===== config.mk =====
export PLATFORM = sky130hd
export DESIGN_NAME = adder_pipe_nbit
export DESIGN_NICKNAME = d
export VERILOG_FILES = /design/src/rtl/adder_pipe_nbit.sv
export SDC_FILE = /design/constraint.sdc
export NUM_CORES = 1
export LEC_CHECK = 0
export CORE_MARGIN = 1.5
export CORE_UTILIZATION = 35
export DETAILED_ROUTE_END_ITERATION = 10
export GPL_TIMING_DRIVEN = 0
export HOLD_SLACK_MARGIN = 0.02
export PLACE_DENSITY_LB_ADDON = 0.08
export REMOVE_ABC_BUFFERS = 1
export SLEW_MARGIN = 20
export SYNTH_ARGS = -nofsm -noshare
export SYNTH_HDL_FRONTEND = slang
export SYNTH_SLANG_ARGS = --single-unit

===== constraint.sdc =====
create_clock -name clk -period 4.5 [get_ports clk]
set_clock_uncertainty 0.2 [all_clocks]
set_input_delay 0.675 -clock clk [delete_from_list [all_inputs] [get_ports clk]]
set_output_delay 0.675 -clock clk [all_outputs]
set_load 0.02 [all_outputs]

===== src/rtl/adder_pipe_nbit.sv =====
// Pipelined WIDTH-bit add/subtract unit, one carry chunk per stage, valid/ready on both sides.
// Define ADDER_PIPE_SAT_EN to build signed saturation (requested per beat by Sat).

module adder_1bit #(
    parameter int unsigned IMPL_TYPE = 0
) (
    input  logic a,
    input  logic b,
    input  logic ci,
    output logic sum_c,
    output logic cout_c
);
    if (IMPL_TYPE == 0) begin : g_xor
        assign sum_c  = a ^ b ^ ci;
        assign cout_c = (a & b) | (ci & (a ^ b));
    end else begin : g_mux
        // Propagate-select form: carry passes through when a != b, else a generates/kills it.
        logic p;
        assign p      = a ^ b;
        assign sum_c  = p ? ~ci : ci;
        assign cout_c = p ? ci : a;
    end
endmodule

module adder_pipe_nbit #(
    parameter int unsigned WIDTH     = 32,
    parameter int unsigned STAGES    = 4,
    parameter int unsigned IMPL_TYPE = 0
) (
    input  logic             clk,
    input  logic             rst_n,
    input  logic             in_valid,
    output logic             in_ready,
    input  logic [WIDTH-1:0] A,
    input  logic [WIDTH-1:0] B,
    input  logic             Cin,
    input  logic             Sub,
    input  logic             Sat,
    output logic             out_valid,
    input  logic             out_ready,
    output logic [WIDTH-1:0] Sum,
    output logic             Cout,
    output logic             Ovf
);
    localparam int unsigned CHUNK = WIDTH / STAGES;
    localparam int unsigned LAST  = STAGES - 1;

`ifdef ADDER_PIPE_SAT_EN
    localparam logic [WIDTH-1:0] SAT_MAX = {1'b0, {(WIDTH-1){1'b1}}};
    localparam logic [WIDTH-1:0] SAT_MIN = {1'b1, {(WIDTH-1){1'b0}}};
`endif

    logic [STAGES-1:0]             valid_q, valid_d, carry_q, carry_d;
    logic [STAGES-1:0]             ovf_q, ovf_d, sat_q, sat_d;
    logic [STAGES-1:0][WIDTH-1:0]  a_q, a_d, b_q, b_d, sum_q, sum_d;

    logic [STAGES-1:0][WIDTH-1:0]  a_in, b_in, sum_in;
    logic [STAGES-1:0]             c_in, v_in, sat_in;
    logic [STAGES-1:0][CHUNK-1:0]  s_chunk;
    logic [STAGES-1:0]             co_chunk, cm_chunk;
    logic                          stall_c;

    assign stall_c  = valid_q[LAST] & ~out_ready;
    assign in_ready = ~stall_c;

    // Stage k consumes the port beat (k=0) or the register bank of stage k-1.
    always_comb begin : stage_inputs
        a_in      = '0;
        b_in      = '0;
        sum_in    = '0;
        c_in      = '0;
        v_in      = '0;
        sat_in    = '0;
        a_in[0]   = A;
        b_in[0]   = Sub ? ~B : B;
        c_in[0]   = Cin ^ Sub;
        v_in[0]   = in_valid;
        sat_in[0] = Sat;
        for (int unsigned k = 1; k < STAGES; k++) begin
            a_in[k]   = a_q[k-1];
            b_in[k]   = b_q[k-1];
            sum_in[k] = sum_q[k-1];
            c_in[k]   = carry_q[k-1];
            v_in[k]   = valid_q[k-1];
            sat_in[k] = sat_q[k-1];
        end
    end

    for (genvar k = 0; k < STAGES; k++) begin : g_stage
        for (genvar i = 0; i < CHUNK; i++) begin : g_bit
            logic ci, co;
            if (i == 0) begin : g_c0
                assign ci = c_in[k];
            end else begin : g_cn
                assign ci = g_bit[i-1].co;
            end
            adder_1bit #(.IMPL_TYPE(IMPL_TYPE)) u_cell (
                .a      (a_in[k][k*CHUNK+i]),
                .b      (b_in[k][k*CHUNK+i]),
                .ci     (ci),
                .sum_c  (s_chunk[k][i]),
                .cout_c (co)
            );
        end
        assign co_chunk[k] = g_bit[CHUNK-1].co;
        assign cm_chunk[k] = g_bit[CHUNK-1].ci;
    end

    // Each stage fills its own result chunk; only the last stage's Ovf/Sat matter.
    always_comb begin : stage_next
        valid_d = v_in;
        carry_d = co_chunk;
        ovf_d   = co_chunk ^ cm_chunk;
        sat_d   = sat_in;
        a_d     = a_in;
        b_d     = b_in;
        sum_d   = sum_in;
        for (int unsigned k = 0; k < STAGES; k++) begin
            sum_d[k][k*CHUNK +: CHUNK] = s_chunk[k];
        end
`ifdef ADDER_PIPE_SAT_EN
        if (sat_in[LAST] && ovf_d[LAST]) begin
            sum_d[LAST] = a_in[LAST][WIDTH-1] ? SAT_MIN : SAT_MAX;
        end
`endif
    end

    // Global stall: every stage holds while the output beat waits.
    always_ff @(posedge clk or negedge rst_n) begin
        if (!rst_n) begin
            valid_q <= '0;
            carry_q <= '0;
            ovf_q   <= '0;
            sat_q   <= '0;
            a_q     <= '0;
            b_q     <= '0;
            sum_q   <= '0;
        end else if (!stall_c) begin
            valid_q <= valid_d;
            carry_q <= carry_d;
            ovf_q   <= ovf_d;
            sat_q   <= sat_d;
            a_q     <= a_d;
            b_q     <= b_d;
            sum_q   <= sum_d;
        end
    end

    assign out_valid = valid_q[LAST];
    assign Sum       = sum_q[LAST];
    assign Cout      = carry_q[LAST];
    assign Ovf       = ovf_q[LAST];

    // Operand skew of the last stage and early-stage overflow bits have no consumer.
    logic unused_ok;
    assign unused_ok = ^{a_q[LAST], b_q[LAST], ovf_q, sat_q[LAST]};

endmodule


==> metrics.txt <==
# TYPE chip_impl_metric gauge
chip_impl_metric{name="critical_path_peak_fanout",unit=""} 1
chip_impl_metric{name="cts_max_level",unit=""} 4
chip_impl_metric{name="finish.utilization",unit="%"} 45.1
chip_impl_info{name="timing.critical_path.cells",value="clkdlybuf4s50_1, xnor2_1, fa_2, fa_2, fa_2, fa_2, fa_2, fa_2, fa_2, inv_1, fa_1, mux2_2"} 1
chip_impl_metric{name="postRouteWirelength",unit="mm"} 14.7
chip_impl_metric{name="synthXorXnorAreaFrac",unit="%"} 3.61
chip_impl_metric{name="drt_wl_cell",unit="um"} 15.7
chip_impl_metric{name="met2WireLength",unit="mm"} 7.20
chip_impl_metric{name="drv_slew",unit=""} 0
chip_impl_info{name="r2r-start",value="carry_q[0]$_DFFE_PN0N_"} 1
chip_impl_metric{name="globalRoute.totalOverflow",unit=""} 0
chip_impl_metric{name="clock_path_buffers",unit=""} 2
chip_impl_info{name="startpoint_type",value="primary input"} 1
chip_impl_info{name="timing.critical_path.slowest_stage_cell",value="fa_1"} 1
chip_impl_info{name="highest_layer",value="met4"} 1
chip_impl_metric{name="powerDensity",unit="nW/um2"} 684
chip_impl_metric{name="clock_insertion_delay_worst_skew",unit="ps"} 430
chip_impl_metric{name="final.period_utilization",unit="%"} 97.2
chip_impl_metric{name="dieHeight",unit="um"} 156
chip_impl_metric{name="timing.reg2reg.worst_path_depth",unit=""} 12
chip_impl_metric{name="dp.final_hpwl",unit="mm"} 9.32
chip_impl_metric{name="post_synth_inst_count",unit=""} 509
chip_impl_metric{name="die_width",unit="um"} 156
chip_impl_metric{name="dr_wl_met3",unit="um"} 493
chip_impl_metric{name="io_buffers",unit=""} 105
chip_impl_info{name="synth_commonest_cells",value="dfrtp_1 (185), mux2_2 (106), mux2_4 (60), fa_1 (32), inv_1 (29)"} 1
chip_impl_info{name="status",value="complete, no violations"} 1
chip_impl_info{name="tritoncts",value="done"} 1
chip_impl_metric{name="synth_adder_area_share",unit="%"} 7.78
chip_impl_metric{name="finalNetCount",unit=""} 716
chip_impl_info{name="timing.critical_path.mode_cell",value="fa_2"} 1
chip_impl_metric{name="grt_pass1_vias",unit=""} 4633
chip_impl_metric{name="fraction_of_layout_cells_with_a_size_suffix_above_1",unit="%"} 35.6
chip_impl_metric{name="first_pass_iters",unit=""} 4
chip_impl_metric{name="place_congestion",unit=""} 0.698
chip_impl_info{name="largest_family_of_logic_cells_by_synthesized_area",value="multiplexers"} 1
chip_impl_info{name="setup.worst_path.end_class",value="flop"} 1
chip_impl_metric{name="max_freq",unit="GHz"} 0.229
chip_impl_metric{name="area_growth_syn_to_layout",unit="%"} 25.0
chip_impl_metric{name="die_area",unit="um2"} 24500
chip_impl_metric{name="worst_setup_hold_path_clk_slew",unit="ps"} 70
chip_impl_info{name="clock_tree.root_cell",value="clkbuf_16"} 1
chip_impl_metric{name="maximum_number_of_pins_on_one_net_before_global_route_repair",unit=""} 96
chip_impl_metric{name="timing.max_cap.violations",unit=""} 0
chip_impl_metric{name="setup_tns",unit="ps"} 0
chip_impl_metric{name="cts_inserted_buffers",unit=""} 17
chip_impl_metric{name="via_count",unit=""} 4175
chip_impl_metric{name="number_of_antenna_violations_at_the_first_check_in_global_routing",unit=""} 0
chip_impl_metric{name="worst_path_largest_cell_delay",unit="ps"} 420
chip_impl_info{name="r2r-end",value="sum_d[79]$_DFFE_PN0N_"} 1
chip_impl_metric{name="netlist-cell-type-count",unit=""} 17
chip_impl_metric{name="cts_stage_hold_buffer_count",unit=""} 0
chip_impl_info{name="hold_path.class",value="primary input to async pin"} 1
chip_impl_metric{name="cp.required",unit="ps"} 4620
chip_impl_metric{name="post_synth_mux_area_share",unit="%"} 25.8
chip_impl_metric{name="ios",unit=""} 107
chip_impl_metric{name="mappedNetlistArea",unit="um2"} 8240
chip_impl_metric{name="synth_simple_gate_area_share",unit="%"} 1.52
chip_impl_info{name="synthDominantAreaCellType",value="dfrtp_1"} 1
chip_impl_metric{name="ys_ff_latch",unit=""} 185
chip_impl_info{name="synth_area_leaders",value="dfrtp_1 (56%), mux2_2 (14%), mux2_4 (11%)"} 1
chip_impl_metric{name="yosys_warnings",unit=""} 0
chip_impl_metric{name="final_hold_viol_count",unit=""} 0
chip_impl_metric{name="r2r_slack",unit="ps"} 220
chip_impl_metric{name="routed_via_density",unit=""} 4.45
chip_impl_metric{name="starting_density",unit="%"} 36.1
chip_impl_info{name="synth_flop_cell",value="dfrtp_1"} 1
chip_impl_metric{name="postCtsSetupBuffers",unit=""} 0
chip_impl_metric{name="seq_area_frac_synth",unit="%"} 56.2
chip_impl_metric{name="diodes",unit=""} 0
chip_impl_metric{name="post_synth_top_area_share",unit="%"} 56.2
chip_impl_metric{name="grt_first_pass_wirelength",unit="mm"} 24.8
chip_impl_metric{name="synth_async_sr_flop_share",unit="%"} 100
chip_impl_info{name="worst-setup-path-type",value="primary input to flop"} 1
chip_impl_info{name="synth.most_common_cell",value="dfrtp_1"} 1
chip_impl_metric{name="mean_instance_size_in_the_synthesized_netlist",unit="um2"} 16.2
chip_impl_metric{name="detail_route.drc_violations",unit=""} 0
chip_impl_metric{name="post_synthesis_compound_gate_area_fraction",unit="%"} 0.911
chip_impl_metric{name="std_cell_rows",unit=""} 55
chip_impl_metric{name="detail_route.wirelength.met1",unit="mm"} 6.84
chip_impl_metric{name="setup_viol",unit=""} 0
chip_impl_metric{name="static-leakage-power",unit="nW"} 4.44
chip_impl_metric{name="grt_usage",unit="%"} 13.3
chip_impl_metric{name="tightest_slew",unit="ps"} 727
chip_impl_metric{name="cts_sinks",unit=""} 185
chip_impl_metric{name="fin_crit",unit="ps"} 4380
chip_impl_metric{name="cp_data_arrival_time",unit="ps"} 4500
chip_impl_metric{name="ir_drop",unit="uV"} 310
chip_impl_metric{name="relSlewSlack",unit="%"} 51.6
chip_impl_metric{name="design.core.area",unit="um2"} 22800
chip_impl_info{name="grt_setup_unrepaired",value="no"} 1
chip_impl_metric{name="final_antenna_net_count",unit=""} 0
chip_impl_metric{name="synth_edf_count",unit=""} 0
chip_impl_metric{name="drt-initial-drc-count",unit=""} 103
==> worst max-delay path: cells and delay by family <==
family / cells / cell delay (ps)
adders and majority gates: 8 / 2930
buffers and inverters: 2 / 480
muxes: 1 / 270
xor gates and xnor gates: 1 / 140
==> layout make-up <==
cell class / instances / area [um2]
clock inverter: 14 / 156
inverter: 30 / 120
clock buffer: 18 / 439
sequential: 185 / 4630
tap: 313 / 392
timing repair buffer: 112 / 1250
fill: 2073 / 12600
multi-input combinational: 267 / 3310
==> worst max path at each step <==
stage | cells after the start | end | slack, ps | start
global placement | 4 | in_ready | -11860 | out_ready
floorplan | 3 | sum_d[101]$_DFFE_PN0N_ | -4530 | out_ready
CTS | 12 | sum_d[39]$_DFFE_PN0N_ | -7 | Cin
global route | 12 | sum_d[79]$_DFFE_PN0N_ | 6 | carry_q[0]$_DFFE_PN0N_
finish | 12 | sum_d[39]$_DFFE_PN0N_ | 120 | B[0]
detailed placement | 12 | sum_d[39]$_DFFE_PN0N_ | -990 | Sub
==> what timing repair did <==
item	CTS	global route
pin swaps	2	3
endpoints found under the setup margin	3	4
gates resized for setup	10	9
==> sequential cells by signal, indices dropped and copies added (netlist names) <==
signal and cells:
a_d 48, b_d 48, sum_d 48, Sum 32, carry_q 4, valid_q 4
ovf_q 1
==> metrics by stage <==
stage / setup slack [ps] / total power [mW] / hold WS, ps / std cells / area, um2
detailed placement: -988 / 5.63 / 257 / 907 / 9660
CTS: -6.57 / 7.18 / 60.5 / 939 / 10300
global route: 5.70 / 7.59 / 75.3 / 939 / 10300
floorplan: -4530 / 4.69 / 179 / 482 / 8010
global placement: -11860 / 5.58 / 251 / 900 / 9450
finish: 124 / 7.04 / 14.8 / 939 / 10300
==> power breakdown <==
group / switching (mW) / leakage (nW) / internal [mW]
registers: 0.420 / 2.14 / 2.42
clock network: 0.695 / 0.286 / 0.801
logic: 1.08 / 2.02 / 1.62
==> metal layers <==
layer | vias up | track usage [%]
met1 | 2174 | 17.4
met2 | 66 | 21.6
met3 | 13 | 3.49
met4 | 0 | 4.49
li1 | 1922 | -
met5 | - | 0
==> logic make-up after synthesis <==
kind of cell	count (synthesis)
and+or+nand+nor	17
AOI/OAI and AO/OA	15
adders and majority gates	32
muxes	169
xor gates and xnor gates	34
buffers and inverters	57
DFF	185
==> cell usage in the layout, fill, tap and decap left out <==
cell type / instances
mux2_4: 60
a21oi_1: 15
xor2_1: 23
nor2b_4: 1
nor3b_1: 15
xnor2_2: 1
fa_2: 12
inv_6: 2
dlymetal6s2s_1: 1
nand2b_1: 1
fa_1: 20
dfrtp_1: 185
inv_1: 29
clkdlybuf4s50_1: 101
mux2_2: 106
clkinv_4: 5
bufinv_16: 1
xnor2_1: 10
clkbuf_8: 1
clkbuf_2: 1
clkinvlp_4: 2
clkbuf_16: 17
mux2i_1: 3
buf_8: 2
clkinv_8: 1
inv_8: 4
buf_16: 7
Power figures use the tool's default switching activity.
